**src/rtl/dma_psdpram_rd_arb_if.sv**
```systemverilog
// Segmented DMA RAM read bus: per-channel, per-segment command and pipelined response.
// CH channels are packed channel-major, then segment.
interface dma_psdpram_rd_arb_if #(
    parameter int CH             = 1,
    parameter int SEG_COUNT      = 2,
    parameter int SEG_DATA_WIDTH = 128,
    parameter int SEG_ADDR_WIDTH = 8
);
    logic [CH*SEG_COUNT*SEG_ADDR_WIDTH-1:0] cmd_addr;
    logic [CH*SEG_COUNT-1:0]                cmd_valid;
    logic [CH*SEG_COUNT-1:0]                cmd_ready;
    logic [CH*SEG_COUNT*SEG_DATA_WIDTH-1:0] resp_data;
    logic [CH*SEG_COUNT-1:0]                resp_valid;
    logic [CH*SEG_COUNT-1:0]                resp_ready;

    modport master (
        output cmd_addr, cmd_valid, resp_ready,
        input  cmd_ready, resp_data, resp_valid
    );

    modport slave (
        input  cmd_addr, cmd_valid, resp_ready,
        output cmd_ready, resp_data, resp_valid
    );
endinterface

```
**src/rtl/dma_psdpram_rd_arb.sv**
```systemverilog
// Per-segment round-robin arbiter sharing one segmented RAM read port between PORTS requesters.
// A per-segment tag FIFO steers in-order RAM responses back to the port that issued each read.
module dma_psdpram_rd_arb #(
    parameter int PORTS          = 2,
    parameter int SEG_COUNT      = 2,
    parameter int SEG_DATA_WIDTH = 128,
    parameter int SEG_ADDR_WIDTH = 8,
    parameter int FIFO_DEPTH     = 8,
    parameter int CL_PORTS       = $clog2(PORTS)
) (
    input  logic                  clk,
    input  logic                  rst_n,
    dma_psdpram_rd_arb_if.slave   s_rd,
    dma_psdpram_rd_arb_if.master  m_rd
);
    localparam int AW = SEG_ADDR_WIDTH;
    localparam int DW = SEG_DATA_WIDTH;
    localparam int IW = $clog2(FIFO_DEPTH);
    localparam int PW = IW + 1;
    localparam logic [PW-1:0] DEPTH_CNT = PW'(FIFO_DEPTH);
    localparam logic [PW-1:0] PTR_INC   = {{(PW-1){1'b0}}, 1'b1};

    for (genvar n = 0; n < SEG_COUNT; n++) begin : g_seg
        logic [CL_PORTS-1:0] last_grant_q, last_grant_d;
        logic [CL_PORTS-1:0] lock_port_q, lock_port_d;
        logic                lock_q, lock_d;
        logic [PW-1:0]       wr_ptr_q, wr_ptr_d, rd_ptr_q, rd_ptr_d;
        logic [CL_PORTS-1:0] fifo_q [FIFO_DEPTH];
        logic [CL_PORTS-1:0] fifo_d [FIFO_DEPTH];
        logic [PORTS-1:0]    req_s, port_resp_ready_s;
        logic [CL_PORTS-1:0] grant_s, head_s;
        logic [AW-1:0]       addr_s;
        logic                full_s, empty_s, cmd_valid_s, resp_ready_s, resp_fwd_s;
        logic                push_s, pop_s;
        int                  idx_s;

        always_comb begin
            req_s             = '0;
            port_resp_ready_s = '0;
            for (int p = 0; p < PORTS; p++) begin
                req_s[p]             = s_rd.cmd_valid[p*SEG_COUNT+n];
                port_resp_ready_s[p] = s_rd.resp_ready[p*SEG_COUNT+n];
            end
        end

        // Locked grant holds a stalled command; otherwise scan from last_grant+1, nearest requester wins.
        always_comb begin
            grant_s = last_grant_q;
            idx_s   = 0;
            if (lock_q) begin
                grant_s = lock_port_q;
            end else begin
                for (int i = PORTS; i >= 1; i--) begin
                    idx_s   = (int'(last_grant_q) + i) % PORTS;
                    grant_s = req_s[idx_s] ? idx_s[CL_PORTS-1:0] : grant_s;
                end
            end
        end

        always_comb begin
            addr_s = '0;
            for (int p = 0; p < PORTS; p++) begin
                addr_s = (grant_s == CL_PORTS'(p)) ? s_rd.cmd_addr[(p*SEG_COUNT+n)*AW +: AW] : addr_s;
            end
        end

        assign full_s       = (wr_ptr_q - rd_ptr_q) == DEPTH_CNT;
        assign empty_s      = (wr_ptr_q == rd_ptr_q);
        assign head_s       = fifo_q[rd_ptr_q[IW-1:0]];
        assign cmd_valid_s  = rst_n & (lock_q | (|req_s)) & ~full_s;
        assign push_s       = cmd_valid_s & m_rd.cmd_ready[n];
        assign resp_ready_s = rst_n & ~empty_s & port_resp_ready_s[head_s];
        assign resp_fwd_s   = rst_n & m_rd.resp_valid[n] & ~empty_s;
        assign pop_s        = m_rd.resp_valid[n] & resp_ready_s;

        // Next-state: push/advance grant on handshake, lock on stall, pop on response handshake.
        always_comb begin
            last_grant_d = last_grant_q;
            lock_d       = lock_q;
            lock_port_d  = lock_port_q;
            wr_ptr_d     = wr_ptr_q;
            rd_ptr_d     = rd_ptr_q;
            fifo_d       = fifo_q;
            if (push_s) begin
                fifo_d[wr_ptr_q[IW-1:0]] = grant_s;
                wr_ptr_d                 = wr_ptr_q + PTR_INC;
                last_grant_d             = grant_s;
                lock_d                   = 1'b0;
            end else if (cmd_valid_s) begin
                lock_d      = 1'b1;
                lock_port_d = grant_s;
            end else begin
                lock_d = lock_q;
            end
            if (pop_s) begin
                rd_ptr_d = rd_ptr_q + PTR_INC;
            end else begin
                rd_ptr_d = rd_ptr_q;
            end
        end

        always_ff @(posedge clk or negedge rst_n) begin
            if (!rst_n) begin
                last_grant_q <= CL_PORTS'(PORTS - 1);
                lock_q       <= 1'b0;
                lock_port_q  <= '0;
                wr_ptr_q     <= '0;
                rd_ptr_q     <= '0;
                fifo_q       <= '{default: '0};
            end else begin
                last_grant_q <= last_grant_d;
                lock_q       <= lock_d;
                lock_port_q  <= lock_port_d;
                wr_ptr_q     <= wr_ptr_d;
                rd_ptr_q     <= rd_ptr_d;
                fifo_q       <= fifo_d;
            end
        end

        assign m_rd.cmd_valid[n]          = cmd_valid_s;
        assign m_rd.cmd_addr[n*AW +: AW]  = addr_s;
        assign m_rd.resp_ready[n]         = resp_ready_s;

        for (genvar p = 0; p < PORTS; p++) begin : g_port
            assign s_rd.cmd_ready[p*SEG_COUNT+n]  = rst_n & m_rd.cmd_ready[n] & ~full_s
                                                    & (grant_s == CL_PORTS'(p));
            assign s_rd.resp_valid[p*SEG_COUNT+n] = resp_fwd_s & (head_s == CL_PORTS'(p));
            assign s_rd.resp_data[(p*SEG_COUNT+n)*DW +: DW] = m_rd.resp_data[n*DW +: DW];
        end
    end
endmodule

```
**src/flat_wrapper.sv**
```systemverilog
// flat-port wrapper written by rule: the top's interface ports become plain ports
module dma_psdpram_rd_arb_flat 
#(
    parameter int PORTS          = 2,
    parameter int SEG_COUNT      = 2,
    parameter int SEG_DATA_WIDTH = 128,
    parameter int SEG_ADDR_WIDTH = 8,
    parameter int FIFO_DEPTH     = 8,
    parameter int CL_PORTS       = $clog2(PORTS)
)
  (clk, rst_n, s_rd_cmd_addr, s_rd_cmd_valid, s_rd_resp_ready, s_rd_cmd_ready, s_rd_resp_data, s_rd_resp_valid, m_rd_cmd_addr, m_rd_cmd_valid, m_rd_resp_ready, m_rd_cmd_ready, m_rd_resp_data, m_rd_resp_valid);
  dma_psdpram_rd_arb_if #(.CH(2), .SEG_COUNT(SEG_COUNT), .SEG_DATA_WIDTH(SEG_DATA_WIDTH), .SEG_ADDR_WIDTH(SEG_ADDR_WIDTH)) s_rd_i ();
  dma_psdpram_rd_arb_if #(.CH(1), .SEG_COUNT(SEG_COUNT), .SEG_DATA_WIDTH(SEG_DATA_WIDTH), .SEG_ADDR_WIDTH(SEG_ADDR_WIDTH)) m_rd_i ();
  input  logic clk;
  input  logic rst_n;
  input wire logic [$bits(s_rd_i.cmd_addr)-1:0] s_rd_cmd_addr;
  input wire logic [$bits(s_rd_i.cmd_valid)-1:0] s_rd_cmd_valid;
  input wire logic [$bits(s_rd_i.resp_ready)-1:0] s_rd_resp_ready;
  output wire logic [$bits(s_rd_i.cmd_ready)-1:0] s_rd_cmd_ready;
  output wire logic [$bits(s_rd_i.resp_data)-1:0] s_rd_resp_data;
  output wire logic [$bits(s_rd_i.resp_valid)-1:0] s_rd_resp_valid;
  output wire logic [$bits(m_rd_i.cmd_addr)-1:0] m_rd_cmd_addr;
  output wire logic [$bits(m_rd_i.cmd_valid)-1:0] m_rd_cmd_valid;
  output wire logic [$bits(m_rd_i.resp_ready)-1:0] m_rd_resp_ready;
  input wire logic [$bits(m_rd_i.cmd_ready)-1:0] m_rd_cmd_ready;
  input wire logic [$bits(m_rd_i.resp_data)-1:0] m_rd_resp_data;
  input wire logic [$bits(m_rd_i.resp_valid)-1:0] m_rd_resp_valid;
  assign s_rd_i.cmd_addr = s_rd_cmd_addr;
  assign s_rd_i.cmd_valid = s_rd_cmd_valid;
  assign s_rd_i.resp_ready = s_rd_resp_ready;
  assign s_rd_cmd_ready = s_rd_i.cmd_ready;
  assign s_rd_resp_data = s_rd_i.resp_data;
  assign s_rd_resp_valid = s_rd_i.resp_valid;
  assign m_rd_cmd_addr = m_rd_i.cmd_addr;
  assign m_rd_cmd_valid = m_rd_i.cmd_valid;
  assign m_rd_resp_ready = m_rd_i.resp_ready;
  assign m_rd_i.cmd_ready = m_rd_cmd_ready;
  assign m_rd_i.resp_data = m_rd_resp_data;
  assign m_rd_i.resp_valid = m_rd_resp_valid;
  dma_psdpram_rd_arb #(.PORTS(PORTS), .SEG_COUNT(SEG_COUNT), .SEG_DATA_WIDTH(SEG_DATA_WIDTH), .SEG_ADDR_WIDTH(SEG_ADDR_WIDTH), .FIFO_DEPTH(FIFO_DEPTH), .CL_PORTS(CL_PORTS)) u_core (.clk(clk), .rst_n(rst_n), .s_rd(s_rd_i), .m_rd(m_rd_i));
endmodule
```
**config.mk**
```make
export PLATFORM = sky130hd
export DESIGN_NAME = dma_psdpram_rd_arb_flat
export DESIGN_NICKNAME = d
export VERILOG_FILES = /design/src/rtl/dma_psdpram_rd_arb_if.sv /design/src/rtl/dma_psdpram_rd_arb.sv /design/src/flat_wrapper.sv
export SDC_FILE = /design/constraint.sdc
export NUM_CORES = 1
export LEC_CHECK = 0
export BUFFER_PORTS_ARGS = -buffer_cell sky130_fd_sc_hd__buf_2
export CAP_MARGIN = 15
export CORE_AREA = 2 2 331 333
export DETAILED_ROUTE_END_ITERATION = 8
export DIE_AREA = 0 0 333 335
export MAX_ROUTING_LAYER = met4
export PLACE_DENSITY = 0.35
export SLEW_MARGIN = 10
export SYNTH_ARGS = -nofsm -noshare
export SYNTH_HDL_FRONTEND = slang
export SYNTH_SLANG_ARGS = --single-unit
```
**constraint.sdc**
```tcl
create_clock -name clk -period 2.4 [get_ports clk]
set_clock_uncertainty 0.1 [all_clocks]
set_input_delay 0.12 -clock clk [delete_from_list [all_inputs] [get_ports clk]]
set_output_delay 0.12 -clock clk [all_outputs]
set_load 0.01 [all_outputs]
```
==> run_results.csv, run 1 <==
group,metric,value,unit
run_status,outcome,"complete, no violations",
setup_path,crit_path_end_kind,"output port",
clock_tree,cts_tree,"yes",
global_route,grt_overflow,0,
setup_path,critPathLaunch,"u_core.g_seg[1].rd_ptr_q[0]",
timing,tns,0,ns
yosys,ys_seq_area_share,15.2,%
pwr,clock_power_share,14.5,%
timing,max_freq,0.438,GHz
yosys,synth_enable_flop_cells,0,
global_route,grt_max_degree,49,
pwr,netSwitchingFraction,40.0,%
setup_path,criticalPathCategory,"reg2out",
pwr,p_int,0.00266,W
clock_tree,clock_path_buffers,2,
hold_path,hp-class,"in2reg",
pwr,combPwrFrac,58.6,%
final_layout,fin_cells,1733,
die,ios,842,
die,dieHeight,335,µm
timing,rsz0062_at_grt,"no",
yosys,syn_nets,1050,
clock_tree,clock_sinks,38,
timing,hold_violations,0,
setup_path,worst-r2r-cell-count,7,
route,drt-initial-drc-count,135,
place,dp_cells,1722,
yosys,ys_warn_count,0,
clock_tree,ctsHtreeMaxLevel,2,
yosys,netlist_instances,738,
timing,drv_slew,0,
place,place.port_buffers,73,
route,vias,2958,
die,rows,121,
setup_path,critPathLaunchType,"flip-flop",
timing,period_share,95.1,%
global_route,grt_pass1_wl,54700,µm
route,viasPerCell,1.71,
yosys,synthArstFlopShare,100,%
route,dr.pass1.iters,4,
pwr,ir_drop,0.000435,V
hold_path,worstHoldStart,"m_rd_cmd_ready[0]",
place,globalplace.congestion,0.749,
timing,maxSlewHeadroom,71.0,%
route,ant_nets,0,
clock_tree,clockRootBuffer,"clkbuf_16",
yosys,ys.flop_type,"dfrtp_1",
die,fp.dieW,333,µm
route,wl_per_cell,27.6,µm
setup_path,crit-reg2reg-launch,"u_core.g_seg[1].wr_ptr_q[2]",
timing,worst_pin_slew,0.432,ns
final_layout,layout.nets,630,
clock_tree,insertion_delay,0.29,ns
setup_path,r2r_slack,0.13,ns
clock_tree,cts_made_buffers,5,
yosys,ys_types,39,
final_layout,syn_to_final_growth,-21.8,%
setup_path,r2r_end,"u_core.g_seg[1].fifo_q[0]",
die,core,108000,µm²
die,dieArea,112000,µm²
setup_path,cp.required,2.18,ns
global_route,antenna_found_initial,3,
setup_path,critical_path.max_fanout,4,
global_route,grt_util_all_layers,8.35,%
setup_path,crit_path_end,"m_rd_resp_ready[1]",
flow_run,cap_violations,0,
clock_tree,clk_pin_slew,0.06,ns
final_layout,final_util,4.55,%
hold_path,whs_path_depth,3,
pwr,power_density,902,nW/µm²
global_route,grt_pass1_vias,3190,
yosys,syn_area,6290,µm²
place,hpwl,44800,µm
route,finalWirelength,47900,µm
pwr,seqPwrFrac,27.0,%
die,initial_core_util,5.82,%
setup_path,crit_arrival,2.06,ns
yosys,ys_ff_latch,38,
route,drcViolationCount,0,
pwr,switchingPower,0.00177,W
timing,setup_viol,0,
pwr,leakage,1.52,nW
final_layout,final_layout_size_suffix_gt1_share,50.3,%
yosys,avgSynthCellArea,8.52,µm²
timing,period_minus_slack,2.28,ns
power groups by stage:
stage | Sequential, W | Clock [W] | Combinational, W
3_3_place_gp | 0.00121 | 0 | 0.00245
4_1_cts | 0.00120 | 0.000672 | 0.00254
3_5_place_dp | 0.00121 | 0 | 0.00247
5_1_grt | 0.00125 | 0.000693 | 0.00289
6_report | 0.00120 | 0.000641 | 0.00260
2_1_floorplan | 0.00119 | 0 | 0.00244
flip-flops by register name, summed over array words and instances (netlist names):
name	cells
u_core.g_seg.lock_port_q	2
u_core.g_seg.last_grant_q	2
u_core.g_seg.fifo_q	16
u_core.g_seg.lock_q	2
u_core.g_seg.wr_ptr_q	8
u_core.g_seg.rd_ptr_q	8
worst max-delay path, cell delays in order (launching register included):
cell     delay, ns
dfrtp_2       0.42
mux4_2        0.56
mux2i_4       0.21
mux2i_1       0.25
buf_4         0.16
nor2_1        0.04
buf_2         0.13
through the flow:
step / setup slack (ns) / cell area [µm²] / hold slack (ns) / total power, W
after floorplan: 0.133 / 6290 / -0.276 / 0.00362
after global placement: 0.0557 / 4710 / 0.0468 / 0.00366
after detailed placement: 0.0395 / 4710 / 0.0502 / 0.00368
after global routing: 0.0121 / 4910 / 0.129 / 0.00483
final: 0.118 / 4910 / 0.102 / 0.00443
after CTS: 0.0311 / 4880 / 0.101 / 0.00441
routing by layer:
layer	GRT usage, %	share of wire [%]
met3	15.6	41
met5	-	0
met1	3.12	14
met4	2.46	3.1
met2	12.1	42
worst min-delay path by stage:
stage | endpoint | slack (ns)
finish | u_core.g_seg[0].lock_q | 0.10
global route | u_core.g_seg[0].lock_q | 0.13
CTS | u_core.g_seg[0].lock_q | 0.10
detailed placement | u_core.g_seg[0].fifo_q[2] | 0.05
global placement | u_core.g_seg[0].fifo_q[2] | 0.05
floorplan | u_core.g_seg[0].fifo_q[0] | -0.28
logic make-up (layout without fill, tap and decap cells):
family / Yosys count / in the layout / synth area share, %
AO/OA/AOI/OAI: 14 / 14 / 1.53
XOR/XNOR: 14 / 14 / 1.95
adder cells (fa/ha/maj): 10 / 10 / 1.99
buffers and inverters: 533 / 113 / 62.7
flip-flops: 38 / 38 / 15.2
multiplexers: 50 / 50 / 9.95
other: 0 / 1 / 0
AND/OR/NAND/NOR: 79 / 79 / 6.73
cell usage in the layout, fill, tap and decap left out, types with 3 or more instances in the layout:
master and instances:
and3_1 3, buf_12 3, buf_2 72, buf_4 20, clkbuf_16 5, dfrtp_1 35, ha_1 10, inv_1 8
mux2_2 39, mux4_2 4, nand2_1 17, nand2b_1 4, nand3_1 9, nand4_1 9, nor2_1 11, nor2b_1 6
nor3_1 8, nor4_1 4, o21ai_0 3, xnor2_1 8, xor2_1 6
synth_stat cells, types with 2 or more instances:
cell type    n  area share [%]
nand2b_1     4            0.40
xnor2_1      8             1.1
nand2_1     17             1.0
mux2_2      39             7.0
nor3_1       8            0.64
a21oi_1      3            0.24
nand3_1      9            0.72
buf_4      516              62
ha_1        10             2.0
dfrtp_1     36              14
nor4b_1      2            0.28
buf_2        2            0.16
nor2_1      11            0.66
nand4_1      9            0.90
dfstp_2      2            0.84
nor2b_1      6            0.60
mux2i_1      4            0.64
clkbuf_1     6            0.36
o2111ai_1    2            0.28
o21ai_0      5            0.40
xor2_1       6            0.84
mux4_1       2            0.84
inv_1        9            0.54
nor4_1       4            0.40
mux4_2       2            0.72
and3_1       3            0.30
area by class of cell:
class | instances | area (µm²)
diodes | 1 | 2.50
inverters | 9 | 33.8
multi-input cells | 167 | 1430
repair buffers | 97 | 592
well taps | 1414 | 1770
clock buffers | 7 | 133
fillers | 12900 | 103000
flip-flops and latches | 38 | 955
repair_timing:
item | CTS | global route
buffers inserted | 2 | 0
gates resized for setup | 3 | 10
hold endpoints to repair | 38 | 0
hold buffers | 1 | 0
endpoints found under the setup margin | 2 | 15
pin swaps | 0 | 2
No activity file was read; power rests on OpenSTA's default activity.
==> run 2, diff against run 1 <==
==> constraint.sdc (replaced) <==
create_clock -name clk -period 2.4 [get_ports clk]
set_clock_uncertainty 0.1 [all_clocks]
set_input_delay 0.12 -clock clk [delete_from_list [all_inputs] [get_ports clk]]
set_output_delay 0.12 -clock clk [all_outputs]
set_load 0.005 [all_outputs]
==> run_results.csv, run 2 (synthesized netlist as in run 1, its figures left out) <==
group,metric,value,unit
clock_tree,clock_path_buffers,2,
clock_tree,ctsHtreeMaxLevel,2,
clock_tree,cts_tree,"yes",
place,hpwl,44800,µm
final_layout,final_util,4.55,%
global_route,grt_max_degree,49,
route,wl_per_cell,27.6,µm
hold_path,hp-class,"in2reg",
final_layout,final_common_cell,"buf_2",
global_route,met3_usage,15.6,%
final_layout,layout.cells.most_common_list,"buf_2, mux2_2, dfrtp_1",
die,ios,842,
die,dieHeight,335,µm
pwr,power_density,891,nW/µm²
pwr,combPwrFrac,57.2,%
setup_path,r2r_slack,0.14,ns
run_status,outcome,"complete, no violations",
place,place_ws,0.0386,ns
pwr,p_int,0.00267,W
pwr,clock_power_share,15.4,%
hold_path,worstHoldStart,"m_rd_cmd_ready[0]",
clock_tree,cts_made_buffers,5,
pwr,ir_drop,0.000435,V
final_layout,reg.largest.list,"u_core.g_seg.fifo_q (16), u_core.g_seg.rd_ptr_q (8), u_core.g_seg.wr_ptr_q (8)",
die,dieArea,112000,µm²
die,fp.dieW,333,µm
final_layout,layout.nets,630,
final_layout,largest_register_ffs,16,
global_route,antenna_found_initial,1,
setup_path,crit_arrival,2.05,ns
setup_path,cp.required,2.18,ns
die,initial_core_util,5.82,%
die,rows,121,
clock_tree,clk_pin_slew,0.06,ns
timing,drv_slew,0,
hold_path,min_to,"u_core.g_seg[0].lock_q",
pwr,netSwitchingFraction,39.0,%
setup_path,crit-reg2reg-launch,"u_core.g_seg[1].wr_ptr_q[0]",
final_layout,syn_to_final_growth,-21.7,%
die,core,108000,µm²
setup_path,max_stage_delay,0.56,ns
clock_tree,insertion_delay,0.28,ns
global_route,grt_pass1_wl,54700,µm
route,viasPerCell,1.70,
setup_path,r2r_end,"u_core.g_seg[1].fifo_q[0]",
pwr,leakage,1.53,nW
setup_path,critical_path.max_fanout,4,
timing,max_freq,0.441,GHz
setup_path,crit_path_end_kind,"output port",
setup_path,path_cells,"mux4_2, mux2i_4, mux2i_1, buf_4, nor2_1, buf_2",
final_layout,top_register,"u_core.g_seg.fifo_q",
setup_path,slowest_stage,"mux4_2",
setup_path,criticalPathCategory,"reg2out",
pwr,switchingPower,0.00171,W
route,drt-initial-drc-count,119,
place,place.port_buffers,73,
timing,period_share,94.6,%
timing,maxSlewHeadroom,73.0,%
global_route,grt_util_all_layers,8.34,%
route,vias,2955,
route,ant_nets,0,
setup_path,worst-r2r-cell-count,8,
global_route,use_met2,12.1,%
timing,setup_viol,0,
clock_tree,clock_sinks,38,
place,globalplace.congestion,0.749,
route,dr.pass1.iters,4,
final_layout,final_layout_size_suffix_gt1_share,50.8,%
pwr,total_power,0.00438,W
clock_tree,clockRootBuffer,"clkbuf_16",
pwr,seqPwrFrac,27.4,%
global_route,use_met1,3.09,%
timing,worst_pin_slew,0.402,ns
timing,hold_violations,0,
setup_path,critPathLaunchType,"flip-flop",
global_route,grt_pass1_vias,3249,
global_route,grt-busiest-layer,"met3",
global_route,grt_overflow,0,
hold_path,whs_path_depth,3,
flow_run,cap_violations,0,
route,drcViolationCount,0,
route,finalWirelength,47800,µm
timing,holdWs,0.0914,ns
timing,period_minus_slack,2.27,ns
timing,fin_ws,0.130,ns
-- run 2: changes by cell type in the layout (fill, tap and decap cells not counted) --
cell and change:
nor4b_1 +1, ha_4 +1, clkbuf_8 +1, clkinv_2 +1, nor4b_2 -1, buf_12 -1, clkbuf_1 -1, buf_2 +1
ha_1 -1
-- run 2: stage by stage --
stage / instance area (µm²) / instances / setup TNS [ns]
floorplan: 6290 / 738 / 0
finish: 4920 / 1734 / 0
global route: 4920 / 1734 / -0.0000928
CTS: 4880 / 1733 / 0
detailed placement: 4700 / 1722 / 0
global placement: 4700 / 1722 / 0
-- run 2: area by class of cell --
cell class / instances / area (µm²)
Fill cell: 12900 / 103000
Tap cell: 1414 / 1770
Multi-Input combinational cell: 167 / 1440
Sequential cell: 38 / 955
Timing Repair Buffer: 97 / 577
Clock buffer: 7 / 143
Inverter: 9 / 33.8
Clock inverter: 1 / 5.00
Antenna cell: 1 / 2.50
-- run 2: power by group through the flow --
stage / Combinational, W / Clock (W) / Sequential, W
finish: 0.00251 / 0.000674 / 0.00120
global route: 0.00280 / 0.000729 / 0.00125
CTS: 0.00245 / 0.000704 / 0.00120
detailed placement: 0.00239 / 0 / 0.00120
global placement: 0.00236 / 0 / 0.00121
floorplan: 0.00218 / 0 / 0.00119
-- run 2: repair_timing --
item / 4_1_cts / 5_1_grt
resized for setup: 3 / 9
pin swaps: 0 / 1
setup endpoints to repair: 2 / 15
buffers inserted: 2 / 0
hold buffers: 1 / 0
hold endpoints to repair: 38 / 0
-- run 2: worst max-delay path by stage --
stage | start | end | slack [ns] | depth (start not counted)
2_1_floorplan | u_core.g_seg[1].wr_ptr_q[0] | u_core.g_seg[1].fifo_q[2] | 0.13 | 8
3_3_place_gp | u_core.g_seg[1].rd_ptr_q[0] | u_core.g_seg[1].fifo_q[0] | 0.06 | 7
4_1_cts | u_core.g_seg[1].wr_ptr_q[2] | u_core.g_seg[1].fifo_q[0] | 0.04 | 7
5_1_grt | u_core.g_seg[0].rd_ptr_q[0] | s_rd_cmd_ready[0] | -0.00009 | 8
3_5_place_dp | u_core.g_seg[1].rd_ptr_q[0] | u_core.g_seg[1].fifo_q[0] | 0.04 | 7
6_report | u_core.g_seg[1].rd_ptr_q[0] | m_rd_resp_ready[1] | 0.13 | 6
-- run 2: critical path: cells and delay by family (launching register included) --
kind | cells | cell delay [ns]
DFF | 1 | 0.43
buffers and inverters | 2 | 0.28
muxes | 3 | 1.01
and+or+nand+nor | 1 | 0.04
-- run 2: metal layers --
metal | vias to the layer above | routed length [µm]
met2 | 687 | 20400
met1 | 1160 | 6640
met5 | - | 0
met3 | 110 | 19300
li1 | 998 | -
met4 | 0 | 1430
==> run 3, diff against run 2 <==
--- a/config.mk
+++ b/config.mk
@@ -5,13 +5,14 @@
 export SDC_FILE = /design/constraint.sdc
 export NUM_CORES = 1
 export LEC_CHECK = 0
+export ABC_AREA = 1
 export BUFFER_PORTS_ARGS = -buffer_cell sky130_fd_sc_hd__buf_2
 export CAP_MARGIN = 15
-export CORE_AREA = 2 2 331 333
+export CORE_AREA = 2 2 325 327
 export DETAILED_ROUTE_END_ITERATION = 8
-export DIE_AREA = 0 0 333 335
+export DIE_AREA = 0 0 327 329
 export MAX_ROUTING_LAYER = met4
-export PLACE_DENSITY = 0.35
+export PLACE_DENSITY = 0.36
 export SLEW_MARGIN = 10
 export SYNTH_ARGS = -nofsm -noshare
 export SYNTH_HDL_FRONTEND = slang
==> run_results.csv, run 3 <==
group,metric,value,unit
run_status,outcome,"complete, no violations",
yosys,synth.area.top_cells,"buf_4, dfrtp_1, nand2_1",
clock_tree,clk_pin_slew,0.06,ns
pwr,netSwitchingFraction,51.1,%
final_layout,top_register,"u_core.g_seg.fifo_q",
clock_tree,post-cts-setup-buffers,0,
route,vias,3671,
timing,maxSlewHeadroom,73.4,%
timing,period_minus_slack,2.23,ns
pwr,seqPwrFrac,24.4,%
die,ios,842,
setup_path,r2r_end,"u_core.g_seg[0].wr_ptr_q[0]",
route,ant_nets,0,
yosys,ys_seq_area_share,14.3,%
global_route,grt_overflow,0,
yosys,netlist_instances,937,
yosys,syn_area,6660,µm²
clock_tree,ctsHtreeMaxLevel,2,
timing,max_freq,0.448,GHz
yosys,synth_most_common_cell,"buf_4",
die,dieArea,108000,µm²
setup_path,criticalPathCategory,"reg2out",
clock_tree,cts_tree,"yes",
die,initial_core_util,6.38,%
yosys,ys_ff_latch,38,
yosys,synth_common_cells,"buf_4, nand2_1, inv_1",
yosys,synth_top_cell_by_area,"buf_4",
hold_path,worstHoldStart,"m_rd_cmd_ready[1]",
route,drcViolationCount,0,
global_route,grt_util_all_layers,4.99,%
flow_run,cap_violations,0,
pwr,p_int,0.00241,W
final_layout,reg.largest.list,"u_core.g_seg.fifo_q (16), u_core.g_seg.rd_ptr_q (8), u_core.g_seg.wr_ptr_q (8)",
pwr,switchingPower,0.00252,W
hold_path,whs_path_depth,4,
global_route,grt_pass1_vias,3755,
die,dieHeight,329,µm
route,dr.pass1.iters,4,
global_route,grt_max_degree,16,
yosys,syn_nets,1249,
global_route,antenna_found_initial,7,
timing,hold_violations,0,
hold_path,hp-class,"in2reg",
timing,rsz0062_at_grt,"no",
route,viasPerCell,1.92,
yosys,ys_warn_count,0,
timing,period_share,93.0,%
die,core,104000,µm²
yosys,synthArstFlopShare,100,%
setup_path,r2r_slack,0.50,ns
setup_path,worst-r2r-cell-count,10,
yosys,ys_types,31,
pwr,leakage,1.96,nW
yosys,synth_enable_flop_cells,0,
setup_path,crit_arrival,2.01,ns
timing,drv_slew,0,
place,place.port_buffers,73,
pwr,ir_drop,0.000280,V
pwr,clock_power_share,13.9,%
place,hpwl,23300,µm
final_layout,layout.cells.most_common_list,"nand2_1, buf_2, inv_1",
setup_path,crit_path_end_kind,"output port",
final_layout,syn_to_final_growth,-22.5,%
pwr,combPwrFrac,61.7,%
route,drt-initial-drc-count,180,
die,rows,119,
timing,worst_pin_slew,0.396,ns
pwr,power_density,955,nW/µm²
route,wl_per_cell,14.4,µm
hold_path,min_to,"u_core.g_seg[1].lock_port_q",
setup_path,crit-reg2reg-launch,"u_core.g_seg[0].wr_ptr_q[0]",
setup_path,critPathLaunchType,"flip-flop",
yosys,avgSynthCellArea,7.10,µm²
yosys,yosysTopAreaCellShare,58.5,%
route,finalWirelength,27400,µm
setup_path,critical_path.max_fanout,7,
clock_tree,clockRootBuffer,"clkbuf_16",
clock_tree,clock_sinks,38,
clock_tree,insertion_delay,0.28,ns
timing,setup_viol,0,
yosys,ys.flop_type,"dfrtp_1",
place,place_ws,0.316,ns
timing,tns,0,ns
timing,fin_ws,0.169,ns
setup_path,cp.required,2.18,ns
final_layout,largest_register_ffs,16,
final_layout,final_common_cell,"nand2_1",
place,globalplace.congestion,0.683,
clock_tree,cts_made_buffers,5,
clock_tree,clock_path_buffers,2,
global_route,grt_pass1_wl,34900,µm
die,fp.dieW,327,µm
final_layout,layout.nets,823,
final_layout,final_layout_size_suffix_gt1_share,24.6,%
-- run 3: cell types whose count changed in the layout (fill, tap and decap cells not counted), moves of 7 or more --
cell | previous run | this run
nand2_1 | 17 | 168
nand4_1 | 9 | 16
mux2_2 | 39 | 0
inv_1 | 8 | 48
nand3_1 | 9 | 36
nor2_1 | 11 | 33
-- run 3: metrics by stage --
stage | hold slack [ns] | area, µm² | cells | utilization [%] | total power, W
global route | 0.117 | 5150 | 1907 | 4.94 | 0.00553
detailed placement | -0.0638 | 4960 | 1894 | 4.76 | 0.00431
finish | 0.0905 | 5160 | 1909 | 4.94 | 0.00493
global placement | -0.0649 | 4960 | 1894 | 4.76 | 0.00435
CTS | 0.0917 | 5120 | 1903 | 4.91 | 0.00503
floorplan | -0.276 | 6660 | 937 | - | 0.00375
-- run 3: logic make-up after synthesis --
logic type / share of synthesized area [%]
AOI/OAI and AO/OA: 1.88
buffers and inverters: 62.3
xor gates and xnor gates: 1.05
and+or+nand+nor: 18.6
DFF: 14.3
adders and majority gates: 1.88
-- run 3: worst max-delay path by stage --
stage,start,end,slack [ns]
6_report,u_core.g_seg[0].wr_ptr_q[1],m_rd_cmd_valid[0],0.17
5_1_grt,u_core.g_seg[1].rd_ptr_q[2],s_rd_resp_valid[1],0.004
4_1_cts,rst_n,m_rd_cmd_valid[0],0.06
3_5_place_dp,u_core.g_seg[0].wr_ptr_q[0],s_rd_resp_valid[0],0.32
3_3_place_gp,u_core.g_seg[0].wr_ptr_q[0],s_rd_resp_valid[0],0.35
2_1_floorplan,u_core.g_seg[0].wr_ptr_q[0],u_core.g_seg[0].wr_ptr_q[0],0.72
-- run 3: timing repair --
action                                 in CTS  in global routing
setup endpoints to repair                   1                  7
hold buffers                                1                  0
resized for setup                           1                  7
endpoints found under the hold margin      36                  0
-- run 3: per-layer routing --
layer,GRT usage (%),wire (µm),vias up
li1,-,-,1522
met1,4.35,8590,1404
met2,5.89,9930,541
met3,5.63,6580,204
met4,3.70,2310,0
met5,-,0,-
-- run 3: final cells by class --
type,instances,area [µm²]
Antenna cell,6,15.0
Clock buffer,7,143
Clock inverter,1,5.00
Fill cell,12400,99200
Inverter,55,210
Multi-Input combinational cell,318,1570
Sequential cell,38,956
Tap cell,1391,1740
Timing Repair Buffer,93,522
-- run 3: worst max-delay path: stages, from the launching register on --
cell        delay [ns]
dfrtp_1           0.45
ha_1              0.32
nand2_1           0.07
nand2_1           0.06
inv_1             0.05
nand2_1           0.05
nand2_1           0.07
nand3_2           0.13
nand2_4           0.15
clkinvlp_4        0.19
buf_2             0.18
-- run 3: power groups by stage --
stage / clock, W / combinational (W) / sequential (W)
5_1_grt: 0.000740 / 0.00354 / 0.00125
3_5_place_dp: 0 / 0.00310 / 0.00121
2_1_floorplan: 0 / 0.00261 / 0.00114
4_1_cts: 0.000713 / 0.00312 / 0.00120
3_3_place_gp: 0 / 0.00315 / 0.00121
6_report: 0.000684 / 0.00304 / 0.00120
